### src/rtl/shl_iter_seq_pkg.sv
// -----------------------------------------------------------------------------
// shl_iter_seq_pkg
//   Shared definitions for the iterative left shifter:
//     - FSM state encoding (IDLE / SHIFT / DONE)
//     - default operand and shift-amount widths
//     - small helpers used by the top-level control path
// -----------------------------------------------------------------------------
package shl_iter_seq_pkg;

   // Fixed 2-bit encoding so that state values are stable across builds and
   // easy to recognise on a waveform.
   typedef enum logic [1:0] {
      ST_IDLE  = 2'd0,
      ST_SHIFT = 2'd1,
      ST_DONE  = 2'd2
   } shl_state_t;

   localparam int DEF_WIDTH = 4;
   localparam int DEF_AMT_W = 3;

   // Next state out of IDLE: a zero amount skips the shift loop entirely.
   function automatic shl_state_t idle_next(input logic amt_is_zero);
      return amt_is_zero ? ST_DONE : ST_SHIFT;
   endfunction

   // Overflow accumulation: remember any 1 that leaves through the MSB.
   function automatic logic ovf_accum(input logic ovf_prev, input logic msb);
      return ovf_prev | msb;
   endfunction

endpackage : shl_iter_seq_pkg

### src/rtl/shl_iter_seq_shl1_stage.sv
// -----------------------------------------------------------------------------
// shl1_stage
//   Combinational one-step left shift with select.
//     sel = 0 : y = a
//     sel = 1 : y = {a[WIDTH-2:0], 1'b0}   (LSB zero-filled, MSB discarded)
// Ports
//   a    in   WIDTH  operand
//   sel  in   1      shift enable
//   y    out  WIDTH  result
// -----------------------------------------------------------------------------
module shl1_stage #(
   parameter int WIDTH = 4
) (
   input  logic [WIDTH-1:0] a,
   input  logic             sel,
   output logic [WIDTH-1:0] y
);

   logic [WIDTH-1:0] shifted;

   assign shifted = {a[WIDTH-2:0], 1'b0};
   assign y       = sel ? shifted : a;

endmodule : shl1_stage

### src/rtl/shl_iter_seq.sv
// -----------------------------------------------------------------------------
// shl_iter_seq
//   Sequential multi-bit left shifter. One operand/amount pair is accepted over
//   a valid/ready handshake, shifted left by one bit per clock (zero-filling
//   the LSB) and returned with an overflow flag over a second valid/ready
//   handshake. Amounts >= WIDTH are legal and still cost one cycle per bit.
// Ports
//   clk        in   1      clock, rising edge
//   rst        in   1      synchronous active-high reset
//   in_valid   in   1      operand/amount valid
//   in_ready   out  1      block can accept (IDLE only)
//   in_data    in   WIDTH  operand
//   in_amt     in   AMT_W  number of single-bit left shifts
//   out_valid  out  1      result valid (DONE only)
//   out_ready  in   1      consumer accepts result
//   out_data   out  WIDTH  shifted result, 0 when out_valid=0
//   out_ovf    out  1      a 1 was shifted out of the MSB, 0 when out_valid=0
//   busy       out  1      operation in progress (SHIFT or DONE)
// -----------------------------------------------------------------------------
module shl_iter_seq
   import shl_iter_seq_pkg::*;
#(
   parameter int WIDTH = DEF_WIDTH,
   parameter int AMT_W = DEF_AMT_W
) (
   input  logic             clk,
   input  logic             rst,
   input  logic             in_valid,
   output logic             in_ready,
   input  logic [WIDTH-1:0] in_data,
   input  logic [AMT_W-1:0] in_amt,
   output logic             out_valid,
   input  logic             out_ready,
   output logic [WIDTH-1:0] out_data,
   output logic             out_ovf,
   output logic             busy
);

   shl_state_t       state_q;
   logic [WIDTH-1:0] data_q;
   logic [AMT_W-1:0] cnt_q;
   logic             ovf_q;
   logic [WIDTH-1:0] data_shl1;
   logic             last_step;

   // Single shift-by-one stage; the FSM only commits its output while in
   // SHIFT, so the select can stay permanently enabled.
   shl1_stage #(
      .WIDTH (WIDTH)
   ) u_shl1 (
      .a   (data_q),
      .sel (1'b1),
      .y   (data_shl1)
   );

   assign last_step = (cnt_q == AMT_W'(1));

   always_ff @(posedge clk) begin
      if (rst) begin
         // Aborts any operation in flight; nothing is reported downstream.
         state_q <= ST_IDLE;
         data_q  <= '0;
         cnt_q   <= '0;
         ovf_q   <= 1'b0;
      end else begin
         case (state_q)
            ST_IDLE: begin
               if (in_valid) begin
                  data_q  <= in_data;
                  cnt_q   <= in_amt;
                  ovf_q   <= 1'b0;
                  state_q <= idle_next(in_amt == '0);
               end
            end
            ST_SHIFT: begin
               // The MSB about to be discarded is folded into the flag in the
               // same cycle it leaves data_q.
               ovf_q  <= ovf_accum(ovf_q, data_q[WIDTH-1]);
               data_q <= data_shl1;
               cnt_q  <= cnt_q - AMT_W'(1);
               if (last_step) begin
                  state_q <= ST_DONE;
               end
            end
            ST_DONE: begin
               // Result holds until the consumer takes it; in_ready only
               // returns after this edge, so there is no out_ready->in_ready
               // combinational path.
               if (out_ready) begin
                  state_q <= ST_IDLE;
               end
            end
            default: begin
               state_q <= ST_IDLE;
            end
         endcase
      end
   end

   // All handshake outputs decode the state register only: nothing from in_*
   // or out_ready reaches them combinationally.
   assign in_ready  = (state_q == ST_IDLE);
   assign out_valid = (state_q == ST_DONE);
   assign busy      = (state_q != ST_IDLE);

   // Intermediate shift values never appear on the result port.
   assign out_data  = data_q & {WIDTH{out_valid}};
   assign out_ovf   = ovf_q & out_valid;

endmodule : shl_iter_seq
### config.mk
export PLATFORM = sky130hd
export DESIGN_NAME = shl_iter_seq
export DESIGN_NICKNAME = d
export VERILOG_FILES = /design/src/rtl/shl_iter_seq_pkg.sv /design/src/rtl/shl_iter_seq_shl1_stage.sv /design/src/rtl/shl_iter_seq.sv
export SDC_FILE = /design/constraint.sdc
export NUM_CORES = 1
export LEC_CHECK = 0
export ABC_AREA = 0
export CORE_UTILIZATION = 40
export DETAILED_ROUTE_END_ITERATION = 10
export PLACE_DENSITY_LB_ADDON = 0.2
export SLEW_MARGIN = 20
export SYNTH_ARGS = -nofsm -noshare
export SYNTH_HDL_FRONTEND = slang
export SYNTH_SLANG_ARGS = --single-unit
### constraint.sdc
create_clock -name clk -period 2 [get_ports clk]
set_input_delay 0.4 -clock clk [delete_from_list [all_inputs] [get_ports clk]]
set_output_delay 0.4 -clock clk [all_outputs]
set_load 0.03 [all_outputs]
# --- After elaboration in Yosys (flattened, before gate mapping) ---
# Index checks and enable logic that the tools add are counted.
word_totals:
  in_bits: 11
  elab_cells: 31
  reg_bits: 10
classes:
  n_eq_ne: 6
  n_mux: 11
  bitwise_logic: 3
  n_reduce_logical: 6
  addsub: 1
op_table:
  columns: ["operator", "n"]
  rows:
  - ["2-bit two-way mux", 4]
  - ["4-bit one-hot mux with 2 select lines", 1]
  - ["2-bit one-hot mux with 3 select lines", 1]
  - ["3-bit one-hot mux with 2 select lines", 1]
  - ["4-bit AND", 1]
  - ["4-bit two-way mux", 1]
  - ["2-bit inequality test (second input constant)", 2]
  - ["2-bit nonzero test", 2]
  - ["3-bit by 1-bit == test with 1-bit output (second input constant)", 1]
  - ["3-bit logical NOT", 1]
  - ["3-bit two-way mux", 1]
  - ["3-bit AND reduction", 1]
  - ["3-bit by 1-bit subtractor with 3-bit output (second input constant)", 1]
  - ["2-bit by 1-bit == test with 1-bit output (second input constant)", 1]
  - ["2-bit == test (second input constant)", 1]
  - ["2-bit logical NOT", 1]
  - ["2-bit by 1-bit inequality test with 1-bit output (second input constant)", 1]
  - ["1-bit one-hot mux with 2 select lines", 1]
  - ["2-bit AND reduction", 1]
  - ["1-bit AND", 1]
  - ["1-bit two-way mux", 1]
  - ["1-bit OR", 1]

# --- Depth between registers and ports, before layout ---
# Gate-level depths: netlist of run 1.
logic_depth:
  ltp_word: 4
  depth_mapped: 5
  depth_no_buf: 5

# --- Modules after synthesis ---
# From an unflattened synthesis of run 1, not the netlist that was laid out.
unflattened:
  hier_cells: 73
  area_unflattened_um2: 633.1
modules_own_cells:
  columns: ["module", "n_inst", "area_each_um2", "cells_per_inst"]
  rows:
  - ["shl_iter_seq", 1, 590.6, 69]
  - ["shl1_stage", 1, 42.5, 4]

# --- Worst setup path before layout of run 1 ---
# Ideal clock, no wire load.
synth_timing:
  path_type: "register to output"
  startpoint: "register state_q[1]"
  endpoint: "output port out_data[0]"
  arrival_ns: 1.087
  stages_incl_launch_ff: 4
  slack_ns: 0.513
  t_required_ns: 1.600
  cell_sequence: "dfxtp_1 buf_6 nor2b_4 and2_1"
synth_between:
  elab_chain_cells: 2
synth_lines:
  columns: ["item", "line", "rtl"]
  rows:
  - ["from (decl)", "shl_iter_seq.sv:39", "shl_state_t state_q;"]
  - ["from (signal assigned)", "shl_iter_seq.sv:72", "state_q <= idle_next(in_amt == '0);"]
  - ["2-bit == test", "shl_iter_seq.sv:103", "assign out_valid = (state_q == ST_DONE);"]
  - ["net out_valid", "shl_iter_seq.sv:32", "output logic out_valid,"]
  - ["4-bit AND", "shl_iter_seq.sv:107", "assign out_data = data_q & {WIDTH{out_valid}};"]
  - ["to (decl)", "shl_iter_seq.sv:34", "output logic [WIDTH-1:0] out_data,"]
# The timed path passes the listed nets, and every way through them passes these cells.

# --- Worst setup path in the final report of run 1 ---
layout_timing:
  startpoint: "register state_q[0]"
  endpoint: "output port in_ready"
layout_between:
  elab_chain_cells: 1
layout_lines:
  columns: ["item", "line", "rtl"]
  rows:
  - ["2-bit logical NOT", "shl_iter_seq.sv:102", "assign in_ready = (state_q == ST_IDLE);"]
  - ["to (decl)", "shl_iter_seq.sv:29", "output logic in_ready,"]
# Every way passes these cells.

==> impl_results.md, run 1 <==
* Crit path capture type: primary output
* Commonest non-fill, non-tap cell in the layout: clkdlybuf4s50_1
* Number of global-route vias before repair at between 500 and 600
* Pre-CTS setup slack at 0.2827 ns
* Gate count after technology mapping at 70
* Overall Global Routing Usage at 0.2112
* Worst ir drop on vdd at about 0.00048 V
* Top post-synthesis cells by area: dfxtp_1, a21oi_1, and2_1
* Root Buffer: clkbuf_4
* Final hold vios at 0
* I/O Pins at 19
* Lkg Pwr at about 0.35 nW
* DRC Markers at 0
* Antenna diodes at 0
* Post-CTS resize count at 2
* Outcome: completed
* Routed Antenna Nets at 0
* Slew margin rel. at 0.7309
* Worst EP required at 1.60 ns
* Yosys cell types at 26
* Post-synthesis sequential area ratio at 0.3306
* Share of layout cells above drive strength 1 at 0.2198
* Yosys top cell area share at 0.3306
* EDFF count, synth at 0
* H-tree depth at 1
* Largest net degree at the start of global routing at 10
* Final nets at 105
* CP Class: reg -> out
* RSZ-0062 raised after global routing: no
* Clk_lat worst skew at 0.28 ns
* Crit-path max FO at 6
* Post-CTS Setup Inserts at 0
* Utilization after layout at 0.6043
* Fin Setup TNS at 0 ns
* Commonest non-fill, non-tap cells in the layout: clkdlybuf4s50_1, a21oi_1, dfxtp_1, buf_4
* Die area at around 1700 µm²
* Clock slew at reported path FFs at ~0.08 ns
* Post-Syn Nets at 83
* Clk sink count at 10
* P per Cell Area at around 720 nW/µm²
* Vias at between 500 and 600
* Setup slack, reg-to-reg at just over 0.7 ns
* TritonCTS clock tree: done
* Fin crit period at roughly 1.9 ns
* Routed len/inst at 13.34 µm
* Final Max Slew Viols at 0
* Worst R2R Path Depth at 4
* # setup viols final at 0
* Die Y at about 40 µm
* CTS buffer count at 3
* Die X at 40.91 µm
* CTS Hold Bufs at 0
* CORE AREA at between 1000 and 1500 µm²
* Port bufs at 18
* Gr ovfl total at 0
* Mapped Area at 605.6 µm²
* DR iter-0 viols at 13
* Final WL at between 1000 and 1500 µm
* Actual slew at the worst max-slew pin at approximately 0.4 ns
* Synth Register Bits at 10
* Initial antenna violation count at 0
* Final worst-path cycle share at 0.9486
* Hold Crit Depth at 2
* First-pass GRT wire length at 2235 µm
* Crit path DAT at 1.50 ns
* Setup Skew at around 0.011 ns
* Primary FF master, synth: dfxtp_1
* Syn avg cell area at between 8 and 9 µm²
* Fillers at roughly 130
* Starting Density at 0.4486
* Post-route setup slack at 0.1028 ns
* Hpwl dp at roughly 1100 µm
* Synth Warn # at 0
* Max clock buf depth at 2
* Placer Congestion at about 0.73
* Dominant cell type by area after synthesis: dfxtp_1
* Maxcap violations at 0
* Fraction of registers with async set/reset at 0
* Vias/cell at 5.358
* Crit start category: flip-flop
* Drt pass-1 iters at 4
* Row count at 13
* Area Growth Syn to Fin at 34.71%
* Max Fclk at 0.5271 GHz
* Worst hold path class: reg -> reg
power by group:
part | switching (mW) | internal (mW)
Clock | 0.0782 | 0.111
Combinational | 0.0814 | 0.0788
Sequential | 0.0183 | 0.220
cells by family after synthesis:
group / count (synthesis) / share of synthesized area
mux: 1 / 0.01653
fa+ha+maj: 2 / 0.04132
flops: 10 / 0.3306
simple gates: 24 / 0.2459
compound gates: 24 / 0.2831
buf+inv: 9 / 0.08263
worst max-delay path, stage by stage (launching register included):
cell             delay, ns
dfxtp_2               0.38
nor2_4                0.15
clkdlybuf4s50_1       0.69
sequential cells by signal, indices dropped and copies added, names as in the netlist:
signal	flops
cnt_q	3
state_q	2
ovf_q	1
data_q	4
final timing paths:
path,start,end
min,cnt_q[1]$_SDFFE_PP0P_,cnt_q[1]$_SDFFE_PP0P_
max,state_q[0]$_SDFFE_PP0P_,in_ready
max reg2reg,state_q[0]$_SDFFE_PP0P_,state_q[1]$_SDFFE_PP0P_
min reg2reg,cnt_q[1]$_SDFFE_PP0P_,cnt_q[1]$_SDFFE_PP0P_
per-layer routing:
| metal | vias to the layer above | GRT usage | share of wire |
|---|---|---|---|
| li1 | 284 | - | - |
| met5 | - | 0 | 0 |
| met1 | 265 | 0.2353 | 0.45 |
| met3 | 2 | 0.1087 | 0.071 |
| met4 | 0 | 0.05000 | 0.0064 |
| met2 | 17 | 0.3516 | 0.47 |
cells in the mapped netlist (2+ instances only):
| cell | count |
|---|---|
| o21ai_0 | 5 |
| and2_1 | 5 |
| nand3b_1 | 2 |
| nor2_1 | 3 |
| nand2_1 | 6 |
| buf_6 | 2 |
| a32oi_1 | 3 |
| a21oi_1 | 10 |
| ha_1 | 2 |
| dfxtp_1 | 10 |
| inv_1 | 6 |
| nor2b_4 | 2 |
layout make-up:
class	count	area, µm²	share of cell area
Inverter	6	22.52	0.02761
Clock buffer	4	36.28	0.04448
Multi-Input combinational cell	51	355.3	0.4356
Tap cell	15	18.77	0.02301
Timing Repair Buffer	20	181.4	0.2224
Sequential cell	10	201.4	0.2469
per-stage QoR:
step	hold slack, ns	instances	area, µm²	total power, mW
floorplan	0.4346	70	605.6	0.3479
global placement	0.4506	102	779.5	0.3999
detailed placement	0.4549	102	779.5	0.4024
CTS	0.4643	106	815.8	0.5915
global route	0.4868	106	815.8	0.6189
finish	0.4611	106	815.8	0.5872
No activity file was read; power rests on OpenSTA's default activity.
==> run 2: changes to the inputs <==
--- a/config.mk
+++ b/config.mk
@@ -9,7 +9,7 @@
 export CORE_UTILIZATION = 40
 export DETAILED_ROUTE_END_ITERATION = 10
 export PLACE_DENSITY_LB_ADDON = 0.2
-export SLEW_MARGIN = 20
+export SLEW_MARGIN = 25
 export SYNTH_ARGS = -nofsm -noshare
 export SYNTH_HDL_FRONTEND = slang
 export SYNTH_SLANG_ARGS = --single-unit
==> results of run 2 <==
Same layout as run 1: the final DEF is identical, and so are final timing and power.
==> variant (flow settings as in run 1) <==
The package constant `DEF_WIDTH` goes from 4 to 2.
--- a/src/rtl/shl_iter_seq_pkg.sv
+++ b/src/rtl/shl_iter_seq_pkg.sv
@@ -15,7 +15,7 @@
       ST_DONE  = 2'd2
    } shl_state_t;
 
-   localparam int DEF_WIDTH = 4;
+   localparam int DEF_WIDTH = 2;
    localparam int DEF_AMT_W = 3;
 
    // Next state out of IDLE: a zero amount skips the shift loop entirely.
Interface: changed (resized in_data and out_data); port bits go from 19 to 15. The function was not compared with the original's and may differ.
==> variant against run 1 <==
Total power decreased by 3.4%. Synthesized area decreased by 17%. First-iteration DRC count increased by 7.7%. Maximum frequency increased by 0.28%. Synthesized cell count decreased by 13%. Sequential cell count decreased by 2. Critical path depth unchanged. Worst setup slack improved by 5.3 ps. Sequential power decreased by 15%. Wire length decreased by 23%. Count of clock-buffer cells in the layout decreased by 1. Design area decreased by 17%.
==> variant: results (changes against run 1) <==
stage;metric;value;unit;change
run_status;status;completed;;unchanged
setup_path;startpoint;state_q[0];;unchanged
sta;finalClockSkew;0.635;ps;was 11.2 ps
global_route;met1_usage;0.238;;was 0.235
global_route;grt_pass1_vias;439;;was 517
sta;period_minus_slack;1890;ps;was 1900 ps
logic_synthesis;muxShareOfSynthArea;0.0400;;was 0.0165
global_route;grt_use_met3;0.0238;;was 0.109
clock_network;clkLatencyLatePin;250;ps;was 280 ps
layout;post_route_cells_drive_above_1_share;0.117;;was 0.220
global_route;grt_pass1_wl;1820;um;was 2240 um
logic_synthesis;yosys-top-cells-count;a21oi_1 (8), dfxtp_1 (8), inv_1 (5);;was a21oi_1 (10), dfxtp_1 (10), inv_1 (6), nand2_1 (6)
worst_hold_path;min_from;ovf_q;;was cnt_q[1]
placement;pre_cts_slack;249;ps;was 283 ps
logic_synthesis;post_synth_num_cell_types;27;;was 26
logic_synthesis;synthAdderAreaFrac;0.0500;;was 0.0413
worst_hold_path;whs_endpoint;ovf_q;;was cnt_q[1]
logic_synthesis;avgSynthCellArea;8.20;um2;was 8.65 um2
routing;m1WireLength;513;um;was 636 um
global_route;track_usage;0.192;;was 0.211
routing;wl_met2;507;um;was 668 um
clock_network;clkSlewWorstSetupHoldPaths;50;ps;was 80 ps
logic_synthesis;synth_compound_area_frac;0.235;;was 0.283
power_and_ir_drop;ir_worst_vdd;0.432;mV;was 0.480 mV
layout;nets;90;;was 105
layout;top_regs;cnt_q (3), data_q (2), state_q (2);;was data_q (4), cnt_q (3), state_q (2)
clock_network;cts.repair.resized;4;;was 2
sta;hold_slack;506;ps;was 461 ps
setup_path;r2r_cells;4;;unchanged
routing;routed_via_density;5.42;;was 5.36
routing;wire_per_inst;12.0;um;was 13.3 um
setup_path;endpoint;busy;;was in_ready
setup_path;r2r-end;data_q[1];;was state_q[1]
global_route;grt_max_degree;14;;was 10
logic_synthesis;syn_nets;72;;was 83
layout;fillCellCount;108;;was 129
placement;placed_cells;88;;was 102
placement;place_congestion;0.757;;was 0.735
placement;place_area;657;um2;was 779 um2
placement;dp_hpwl;856;um;was 1060 um
sta;worst_pin_slew;322;ps;was 402 ps
routing;detailroute.wirelength.met3;50;um;was 100 um
logic_synthesis;ys_seq_area_frac;0.320;;was 0.331
setup_path;r2r-start;state_q[1];;was state_q[0]
placement;numPortBuffers;14;;was 18
layout;stdcell_count;91;;was 106
global_route;use_met2;0.289;;was 0.352
power_and_ir_drop;leakage;0.282;nW;was 0.345 nW
variant: changes by cell type in the layout (fill, tap and decap cells not counted), sizes merged, moves of 3 or more:
cell	change
buf	-4
a21oi	-3
dlygate4sd2	+3
nor2	-3
a32oi	-3
nand2	-4
variant: power breakdown:
group	leakage [nW]	total (mW)	switching (mW)	internal (mW)
logic	0.202	0.239	0.128	0.110
clock network	0.0138	0.125	0.0564	0.0688
registers	0.0661	0.203	0.0178	0.186
variant: layout make-up:
| class | instances | area [um2] | share of cell area |
|---|---|---|---|
| tap | 14 | 17.5 | 0.0260 |
| inverter | 5 | 18.8 | 0.0278 |
| timing repair buffer | 17 | 158 | 0.234 |
| sequential | 8 | 160 | 0.237 |
| clock buffer | 3 | 22.5 | 0.0334 |
| multi-input combinational | 44 | 298 | 0.442 |
variant: critical path, cell delays in order (launching register included):
cell             delay, ps
dfxtp_1                320
or2_2                  320
clkdlybuf4s50_1        600
